File: config.mk
export PLATFORM = sky130hd
export DESIGN_NAME = mem_port_arbiter_flat
export DESIGN_NICKNAME = d
export VERILOG_FILES = /design/src/rtl/mem_port_arbiter_if.sv /design/src/rtl/mem_port_arbiter.sv /design/src/flat_wrapper.sv
export SDC_FILE = /design/constraint.sdc
export NUM_CORES = 1
export LEC_CHECK = 0
export ABC_AREA = 1
export CAP_MARGIN = 25
export CORE_MARGIN = 3
export CORE_UTILIZATION = 41
export CTS_BUF_LIST = sky130_fd_sc_hd__clkbuf_8
export DETAILED_ROUTE_END_ITERATION = 16
export PLACE_DENSITY = 0.78
export SLEW_MARGIN = 20
export SYNTH_ARGS = -nofsm -noshare
export SYNTH_HDL_FRONTEND = slang
export SYNTH_SLANG_ARGS = --single-unit
File: constraint.sdc
create_clock -name i_clk -period 1.95 [get_ports i_clk]
set_input_delay 0.2925 -clock i_clk [delete_from_list [all_inputs] [get_ports i_clk]]
set_output_delay 0.2925 -clock i_clk [all_outputs]
set_load 0.005 [all_outputs]
File: src/rtl/mem_port_arbiter_if.sv
// Bundled signals of the fetch/data memory port arbiter: both requester ports and the memory port.
// The slave modport is the arbiter's view; master is the environment driving it.
interface mem_port_arbiter_if #(
  parameter int unsigned ADDR_W = 32,
  parameter int unsigned DATA_W = 32
);
  logic                i_if_req;
  logic [ADDR_W-1:0]   i_if_addr;
  logic                o_if_gnt;
  logic                o_if_rvalid;
  logic [DATA_W-1:0]   o_if_rdata;

  logic                i_d_req;
  logic                i_d_we;
  logic [ADDR_W-1:0]   i_d_addr;
  logic [DATA_W-1:0]   i_d_wdata;
  logic [DATA_W/8-1:0] i_d_be;
  logic                o_d_gnt;
  logic                o_d_rvalid;
  logic [DATA_W-1:0]   o_d_rdata;

  logic                o_mem_req;
  logic                o_mem_we;
  logic [ADDR_W-1:0]   o_mem_addr;
  logic [DATA_W-1:0]   o_mem_wdata;
  logic [DATA_W/8-1:0] o_mem_be;
  logic                i_mem_ack;
  logic [DATA_W-1:0]   i_mem_rdata;

  logic                o_busy;
  logic                o_timeout;

  modport slave (
    input  i_if_req, i_if_addr,
    output o_if_gnt, o_if_rvalid, o_if_rdata,
    input  i_d_req, i_d_we, i_d_addr, i_d_wdata, i_d_be,
    output o_d_gnt, o_d_rvalid, o_d_rdata,
    output o_mem_req, o_mem_we, o_mem_addr, o_mem_wdata, o_mem_be,
    input  i_mem_ack, i_mem_rdata,
    output o_busy, o_timeout
  );

  modport master (
    output i_if_req, i_if_addr,
    input  o_if_gnt, o_if_rvalid, o_if_rdata,
    output i_d_req, i_d_we, i_d_addr, i_d_wdata, i_d_be,
    input  o_d_gnt, o_d_rvalid, o_d_rdata,
    input  o_mem_req, o_mem_we, o_mem_addr, o_mem_wdata, o_mem_be,
    output i_mem_ack, i_mem_rdata,
    input  o_busy, o_timeout
  );
endinterface

File: src/rtl/mem_port_arbiter.sv
// Shares one memory port between a fetch and a data requester, one transaction in flight,
// alternating grants under contention and aborting transactions the memory never acknowledges.
module mem_port_arbiter #(
  parameter int unsigned ADDR_W  = 32,
  parameter int unsigned DATA_W  = 32,
  parameter int unsigned TIMEOUT = 15
) (
  input logic               i_clk,
  input logic               i_reset,
  mem_port_arbiter_if.slave bus
);
  localparam int unsigned BE_W  = DATA_W / 8;
  localparam int unsigned CNT_W = $clog2(TIMEOUT + 1);

  typedef enum logic {StIdle, StBusy} state_e;
  typedef enum logic {OwnIf, OwnD} owner_e;

  state_e              state_q, state_d;
  owner_e              last_gnt_q, last_gnt_d;
  owner_e              owner_q, owner_d;
  logic [CNT_W-1:0]    cnt_q, cnt_d, cnt_inc;
  logic                timeout_q, timeout_d;
  logic                mem_we_q, mem_we_d;
  logic [ADDR_W-1:0]   mem_addr_q, mem_addr_d;
  logic [DATA_W-1:0]   mem_wdata_q, mem_wdata_d;
  logic [BE_W-1:0]     mem_be_q, mem_be_d;
  logic                if_rvalid_q, if_rvalid_d;
  logic                d_rvalid_q, d_rvalid_d;
  logic [DATA_W-1:0]   if_rdata_q, if_rdata_d;
  logic [DATA_W-1:0]   d_rdata_q, d_rdata_d;
  logic                can_gnt, if_gnt, d_gnt;

  // Under contention the requester not served last wins.
  assign can_gnt = (state_q == StIdle) && !i_reset;
  assign if_gnt  = can_gnt && bus.i_if_req && (!bus.i_d_req || (last_gnt_q == OwnD));
  assign d_gnt   = can_gnt && bus.i_d_req && (!bus.i_if_req || (last_gnt_q == OwnIf));
  assign cnt_inc = cnt_q + CNT_W'(1);

  always_comb begin
    state_d     = state_q;
    last_gnt_d  = last_gnt_q;
    owner_d     = owner_q;
    cnt_d       = cnt_q;
    timeout_d   = timeout_q;
    mem_we_d    = mem_we_q;
    mem_addr_d  = mem_addr_q;
    mem_wdata_d = mem_wdata_q;
    mem_be_d    = mem_be_q;
    if_rvalid_d = 1'b0;
    d_rvalid_d  = 1'b0;
    if_rdata_d  = if_rdata_q;
    d_rdata_d   = d_rdata_q;

    unique case (state_q)
      StIdle: begin
        if (if_gnt) begin
          state_d     = StBusy;
          last_gnt_d  = OwnIf;
          owner_d     = OwnIf;
          cnt_d       = '0;
          mem_we_d    = 1'b0;
          mem_addr_d  = bus.i_if_addr;
          mem_wdata_d = '0;
          mem_be_d    = '1;
        end else if (d_gnt) begin
          state_d     = StBusy;
          last_gnt_d  = OwnD;
          owner_d     = OwnD;
          cnt_d       = '0;
          mem_we_d    = bus.i_d_we;
          mem_addr_d  = bus.i_d_addr;
          mem_wdata_d = bus.i_d_wdata;
          mem_be_d    = bus.i_d_be;
        end
      end
      StBusy: begin
        if (bus.i_mem_ack) begin
          state_d = StIdle;
          if (owner_q == OwnIf) begin
            if_rvalid_d = 1'b1;
            if_rdata_d  = bus.i_mem_rdata;
          end else begin
            d_rvalid_d = 1'b1;
            if (!mem_we_q) d_rdata_d = bus.i_mem_rdata;
          end
        end else if (cnt_inc == CNT_W'(TIMEOUT)) begin
          // Abort: complete toward the owner with zero data and flag it until reset.
          state_d   = StIdle;
          timeout_d = 1'b1;
          cnt_d     = cnt_inc;
          if (owner_q == OwnIf) begin
            if_rvalid_d = 1'b1;
            if_rdata_d  = '0;
          end else begin
            d_rvalid_d = 1'b1;
            d_rdata_d  = '0;
          end
        end else begin
          cnt_d = cnt_inc;
        end
      end
      default: state_d = StIdle;
    endcase
  end

  always_ff @(posedge i_clk) begin
    if (i_reset) begin
      state_q     <= StIdle;
      last_gnt_q  <= OwnIf;
      owner_q     <= OwnIf;
      cnt_q       <= '0;
      timeout_q   <= 1'b0;
      mem_we_q    <= 1'b0;
      mem_addr_q  <= '0;
      mem_wdata_q <= '0;
      mem_be_q    <= '0;
      if_rvalid_q <= 1'b0;
      d_rvalid_q  <= 1'b0;
      if_rdata_q  <= '0;
      d_rdata_q   <= '0;
    end else begin
      state_q     <= state_d;
      last_gnt_q  <= last_gnt_d;
      owner_q     <= owner_d;
      cnt_q       <= cnt_d;
      timeout_q   <= timeout_d;
      mem_we_q    <= mem_we_d;
      mem_addr_q  <= mem_addr_d;
      mem_wdata_q <= mem_wdata_d;
      mem_be_q    <= mem_be_d;
      if_rvalid_q <= if_rvalid_d;
      d_rvalid_q  <= d_rvalid_d;
      if_rdata_q  <= if_rdata_d;
      d_rdata_q   <= d_rdata_d;
    end
  end

  assign bus.o_if_gnt    = if_gnt;
  assign bus.o_d_gnt     = d_gnt;
  assign bus.o_if_rvalid = if_rvalid_q;
  assign bus.o_d_rvalid  = d_rvalid_q;
  assign bus.o_if_rdata  = if_rdata_q;
  assign bus.o_d_rdata   = d_rdata_q;
  assign bus.o_mem_req   = (state_q == StBusy);
  assign bus.o_busy      = (state_q == StBusy);
  assign bus.o_mem_we    = mem_we_q;
  assign bus.o_mem_addr  = mem_addr_q;
  assign bus.o_mem_wdata = mem_wdata_q;
  assign bus.o_mem_be    = mem_be_q;
  assign bus.o_timeout   = timeout_q;

endmodule

File: src/flat_wrapper.sv
// flat-port wrapper written by rule: the top's interface ports become plain ports
module mem_port_arbiter_flat 
#(
  parameter int unsigned ADDR_W  = 32,
  parameter int unsigned DATA_W  = 32,
  parameter int unsigned TIMEOUT = 15
)
  (i_clk, i_reset, bus_i_if_req, bus_i_if_addr, bus_o_if_gnt, bus_o_if_rvalid, bus_o_if_rdata, bus_i_d_req, bus_i_d_we, bus_i_d_addr, bus_i_d_wdata, bus_i_d_be, bus_o_d_gnt, bus_o_d_rvalid, bus_o_d_rdata, bus_o_mem_req, bus_o_mem_we, bus_o_mem_addr, bus_o_mem_wdata, bus_o_mem_be, bus_i_mem_ack, bus_i_mem_rdata, bus_o_busy, bus_o_timeout);
  mem_port_arbiter_if #(.ADDR_W(ADDR_W), .DATA_W(DATA_W)) bus_i ();
  input logic i_clk;
  input logic i_reset;
  input wire logic [$bits(bus_i.i_if_req)-1:0] bus_i_if_req;
  input wire logic [$bits(bus_i.i_if_addr)-1:0] bus_i_if_addr;
  output wire logic [$bits(bus_i.o_if_gnt)-1:0] bus_o_if_gnt;
  output wire logic [$bits(bus_i.o_if_rvalid)-1:0] bus_o_if_rvalid;
  output wire logic [$bits(bus_i.o_if_rdata)-1:0] bus_o_if_rdata;
  input wire logic [$bits(bus_i.i_d_req)-1:0] bus_i_d_req;
  input wire logic [$bits(bus_i.i_d_we)-1:0] bus_i_d_we;
  input wire logic [$bits(bus_i.i_d_addr)-1:0] bus_i_d_addr;
  input wire logic [$bits(bus_i.i_d_wdata)-1:0] bus_i_d_wdata;
  input wire logic [$bits(bus_i.i_d_be)-1:0] bus_i_d_be;
  output wire logic [$bits(bus_i.o_d_gnt)-1:0] bus_o_d_gnt;
  output wire logic [$bits(bus_i.o_d_rvalid)-1:0] bus_o_d_rvalid;
  output wire logic [$bits(bus_i.o_d_rdata)-1:0] bus_o_d_rdata;
  output wire logic [$bits(bus_i.o_mem_req)-1:0] bus_o_mem_req;
  output wire logic [$bits(bus_i.o_mem_we)-1:0] bus_o_mem_we;
  output wire logic [$bits(bus_i.o_mem_addr)-1:0] bus_o_mem_addr;
  output wire logic [$bits(bus_i.o_mem_wdata)-1:0] bus_o_mem_wdata;
  output wire logic [$bits(bus_i.o_mem_be)-1:0] bus_o_mem_be;
  input wire logic [$bits(bus_i.i_mem_ack)-1:0] bus_i_mem_ack;
  input wire logic [$bits(bus_i.i_mem_rdata)-1:0] bus_i_mem_rdata;
  output wire logic [$bits(bus_i.o_busy)-1:0] bus_o_busy;
  output wire logic [$bits(bus_i.o_timeout)-1:0] bus_o_timeout;
  assign bus_i.i_if_req = bus_i_if_req;
  assign bus_i.i_if_addr = bus_i_if_addr;
  assign bus_o_if_gnt = bus_i.o_if_gnt;
  assign bus_o_if_rvalid = bus_i.o_if_rvalid;
  assign bus_o_if_rdata = bus_i.o_if_rdata;
  assign bus_i.i_d_req = bus_i_d_req;
  assign bus_i.i_d_we = bus_i_d_we;
  assign bus_i.i_d_addr = bus_i_d_addr;
  assign bus_i.i_d_wdata = bus_i_d_wdata;
  assign bus_i.i_d_be = bus_i_d_be;
  assign bus_o_d_gnt = bus_i.o_d_gnt;
  assign bus_o_d_rvalid = bus_i.o_d_rvalid;
  assign bus_o_d_rdata = bus_i.o_d_rdata;
  assign bus_o_mem_req = bus_i.o_mem_req;
  assign bus_o_mem_we = bus_i.o_mem_we;
  assign bus_o_mem_addr = bus_i.o_mem_addr;
  assign bus_o_mem_wdata = bus_i.o_mem_wdata;
  assign bus_o_mem_be = bus_i.o_mem_be;
  assign bus_i.i_mem_ack = bus_i_mem_ack;
  assign bus_i.i_mem_rdata = bus_i_mem_rdata;
  assign bus_o_busy = bus_i.o_busy;
  assign bus_o_timeout = bus_i.o_timeout;
  mem_port_arbiter #(.ADDR_W(ADDR_W), .DATA_W(DATA_W), .TIMEOUT(TIMEOUT)) u_core (.i_clk(i_clk), .i_reset(i_reset), .bus(bus_i));
endmodule
==> reports/summary.md <==
The logs give 404 for the number of DRC violations after detailed-routing iteration 0 and 0.00527 W for the internal cell power. The maximum resistive drop on vdd came out at 0.421 mV. The most used flip-flop cell after synthesis is sky130_fd_sc_hd__dfxtp_1.

The floorplan has 41 rows. Yosys attributes the largest share of cell area to sky130_fd_sc_hd__dfxtp_1 52%, sky130_fd_sc_hd__nand2_1 21%, sky130_fd_sc_hd__a21oi_1 9.2%. Pin placement for this block handled 278 I/O pins. For the maximum number of pins on one net before global-route repair, the log shows 105. The switching portion of total power came out at 24.1%. The tools report the core region area as 0.0129 mm^2.

The post-synthesis instance total was 748. The hold violation count in the final report came out at 0. Ranked by instance count, the synthesized netlist is headed by 304 x sky130_fd_sc_hd__nand2_1, 142 x sky130_fd_sc_hd__dfxtp_1, 101 x sky130_fd_sc_hd__a21oi_1, 42 x sky130_fd_sc_hd__inv_1, 33 x sky130_fd_sc_hd__a31oi_1. Once detail routing completed, the nets flagged for antenna violations numbered 0. Type of origin of the critical path: a flip-flop.

Measured against its own limit, the worst slew margin works out to 74.4%. The tools report the routability-driven placement congestion ratio as 0.812. After legalization and detailed placement, the total HPWL measured 12.3 mm. Of all flip-flops after synthesis, the portion carrying an async set or reset was 0%. The sequential area share after synthesis was 51.7%; the synthesis-to-layout area growth was 62.9%. For the highest achievable clock rate, the log shows 0.577 GHz. The time the worst path needs with I/O delays and setup is 1730 ps, and the clock transition time at the flip-flop clock pins of the worst setup and hold paths is 70 ps.

Max-cap violations in this run came to 0. The required time of the critical path is 1660 ps, and the number of vias after detailed routing is 5,754. Sequential cells burn 44.9% of the power. The post-layout net count is 1,156, and the slew at the pin closest to its max-slew limit is 383 ps. Along the worst path, the maximum fanout reaches 4. The critical path is of the reg -> out type. For this run the aggregate overflow at the end of global routing stands at 0. Across every metal layer, demand over resource in global routing totals 23.4%.

The die is 122 um wide. Via count of the first global-routing pass: 5,446. For this design, the sink count on the clock tree is 142. The share of Yosys cell area claimed by the top area cell type works out to 51.7%. The slowest stage of the critical path is the sky130_fd_sc_hd__clkdlybuf4s50_1 cell. Dividing total power by cell area gives a power density of 776 mW/mm^2.

Between clock sinks in the finished design, the worst skew comes to 6.84 ps. The mapped netlist covers 0.00550 mm^2. The synthesis-stage register bit count was 142.

The cell with the most instances after synthesis is sky130_fd_sc_hd__nand2_1. The final-report max-slew violation count was 0. The worst min-delay path category is in -> reg. The repair_antennas step left the layout with diodes totalling 0. Setup repair after global routing left no endpoint under its margin. In this run the static leakage power is 3.52 nW.

The final layout contains routed wiring with a total length of 17.5 mm. For the starting density of the core, the log shows 42.7%. The number of failing setup endpoints in the final timing report was 0; the height of the die was 122 um. The worst setup path is captured at a primary output. For this run, design rule violations remaining after detail routing come to 0.

The run gives 160 ps as the worst hold slack after final layout. Using the TritonRoute via totals, the vias-per-cell ratio works out to 4.79. The per-cell routed wire length is 14.6 um, and the cell total after placement is 1,164. TritonCTS built the clock tree. The maximum cell stage delay along the critical path was 500 ps. The first-pass detailed-route iteration total is 5. The flow ran to the end, and the final reports show no timing, DRC or antenna violations.

After layout, the worst path uses 88.9% of the clock period. The first global-routing pass estimated 27.1 mm of wire. The maximum level of the CTS H-tree is 4. The clock network accounts for 38.6% of the total power.

Walking the worst path, the cells encountered are buf_4 -> clkdlybuf4s50_1. The cell accounting for the most synthesized area was sky130_fd_sc_hd__dfxtp_1. When the netlist entered floorplanning its net count stood at 888.

Once layout is complete, the cells apart from fillers number 1,201. The mean instance size in the synthesized netlist works out to 7.35 um^2. The count of flip-flops with a built-in enable after synthesis is 0, and the number of I/O port buffers is 277. In the final layout, the share of cells above drive strength 1 is 6.90%.

For the worst setup path, the data arrival time is 1440 ps. The maximum count of clock buffers along a single path is 2, and the combinational cell fraction of total power is 16.5%. During synthesis, Yosys emitted a total of 0 warnings.

The net switching component of the power came out at 0.00167 W. The number of distinct library cells after synthesis is 23. Clock tree synthesis inserted a total of 17 buffers. The clock reaches the later pin of the worst-skew pair after 450 ps. The tree is rooted in a sky130_fd_sc_hd__clkbuf_8. The die area was 0.0148 mm^2; the initial antenna violation count was 0.
logic make-up (layout without fill, tap and decap cells):
kind of cell               Yosys count  in the layout  share of synthesized area, %
AOI/OAI and AO/OA                  173            173                          16.6
adders and majority gates            2              2                         0.455
buffers and inverters               98            379                          7.92
DFF                                142            142                          51.7
and+or+nand+nor                    333            333                          23.3
layout make-up:
type | count | area [um^2]
Fill cell | 1082 | 3920
Timing Repair Buffer | 301 | 3030
Sequential cell | 142 | 2850
Multi-Input combinational cell | 508 | 2240
Clock buffer | 19 | 262
Tap cell | 172 | 215
Clock inverter | 13 | 195
Inverter | 46 | 173
through the flow:
stage | setup TNS [ps] | util (%) | instance area [um^2] | total power (W) | setup slack (ps)
CTS | -12.2 | 69.2 | 8900 | 0.00701 | -12.2
global placement | 0 | 65.3 | 8410 | 0.00430 | 24.8
finish | 0 | 69.5 | 8950 | 0.00695 | 216
detailed placement | 0 | 65.3 | 8410 | 0.00431 | 15.1
floorplan | 0 | - | 5500 | 0.00361 | 507
global route | 0 | 69.5 | 8950 | 0.00725 | 27.5
timing repair:
action / in CTS / in global routing
setup endpoints to repair: 2 / 2
gates resized for setup: 6 / 3
setup buffers: 2 / 2
cloned: 0 / 0
hold buffers: 0 / 0
pin swaps: 2 / 1
path summary, 6_finish.rpt:
| check | slack, ps | cells past startpoint | endpoint | startpoint |
|---|---|---|---|---|
| hold reg to reg | 460 | 2 | u_core.bus.o_d_rdata[18] | u_core.bus.o_d_rdata[18] |
| hold / removal | 160 | 4 | u_core.bus.o_d_rvalid | i_reset |
| setup reg to reg | 260 | 11 | u_core.bus.o_if_rdata[7] | u_core.cnt_q[0] |
| setup / recovery | 220 | 2 | bus_o_busy | u_core.bus.o_busy |
cells in the final DEF, fill, tap and decap left out, types with 2 or more instances in the layout:
| cell type | count |
|---|---|
| sky130_fd_sc_hd__a21oi_1 | 101 |
| sky130_fd_sc_hd__a31oi_1 | 33 |
| sky130_fd_sc_hd__buf_12 | 4 |
| sky130_fd_sc_hd__buf_4 | 20 |
| sky130_fd_sc_hd__bufinv_16 | 5 |
| sky130_fd_sc_hd__clkbuf_8 | 19 |
| sky130_fd_sc_hd__clkdlybuf4s50_1 | 274 |
| sky130_fd_sc_hd__clkinv_2 | 3 |
| sky130_fd_sc_hd__clkinvlp_4 | 3 |
| sky130_fd_sc_hd__dfxtp_1 | 140 |
| sky130_fd_sc_hd__dlymetal6s2s_1 | 2 |
| sky130_fd_sc_hd__ha_1 | 2 |
| sky130_fd_sc_hd__inv_1 | 44 |
| sky130_fd_sc_hd__inv_2 | 3 |
| sky130_fd_sc_hd__nand2_1 | 303 |
| sky130_fd_sc_hd__nand2_2 | 6 |
| sky130_fd_sc_hd__nand3_1 | 2 |
| sky130_fd_sc_hd__nor2_1 | 16 |
| sky130_fd_sc_hd__nor3_1 | 2 |
| sky130_fd_sc_hd__o21ai_0 | 25 |
| sky130_fd_sc_hd__o21ai_1 | 12 |
routing by layer:
layer | routed length, um | track usage [%] | part of all wire (%)
met5 | 0 | 0 | 0
met4 | 408 | 9.24 | 2.3
met1 | 6780 | 26.2 | 39
met3 | 1900 | 10.7 | 11
met2 | 8390 | 38.8 | 48
sequential cells by signal, summed over array words and instances, names as in the netlist:
| register | cells |
|---|---|
| u_core.bus.o_mem_wdata | 32 |
| u_core.bus.o_d_rvalid | 1 |
| u_core.bus.o_if_rdata | 32 |
| u_core.bus.o_if_rvalid | 1 |
| u_core.bus.o_d_rdata | 32 |
| u_core.last_gnt_q | 1 |
| u_core.bus.o_mem_addr | 32 |
| u_core.bus.o_busy | 1 |
| u_core.bus.o_mem_we | 1 |
| u_core.bus.o_mem_be | 4 |
| u_core.cnt_q | 4 |
| u_core.bus.o_timeout | 1 |
worst max-delay path, delay by kind of cell, from the launching register on:
kind | cells | cell delay (ps)
buffers and inverters | 2 | 650
DFF | 1 | 350
power by group through the flow:
stage / Combinational, W / Clock (W) / Sequential, W
after global placement: 0.00112 / 0 / 0.00318
after CTS: 0.00114 / 0.00275 / 0.00312
after floorplan: 0.000410 / 0 / 0.00320
final: 0.00114 / 0.00268 / 0.00312
after global routing: 0.00125 / 0.00287 / 0.00313
after detailed placement: 0.00112 / 0 / 0.00318
No activity file was read; power rests on OpenSTA's default activity.
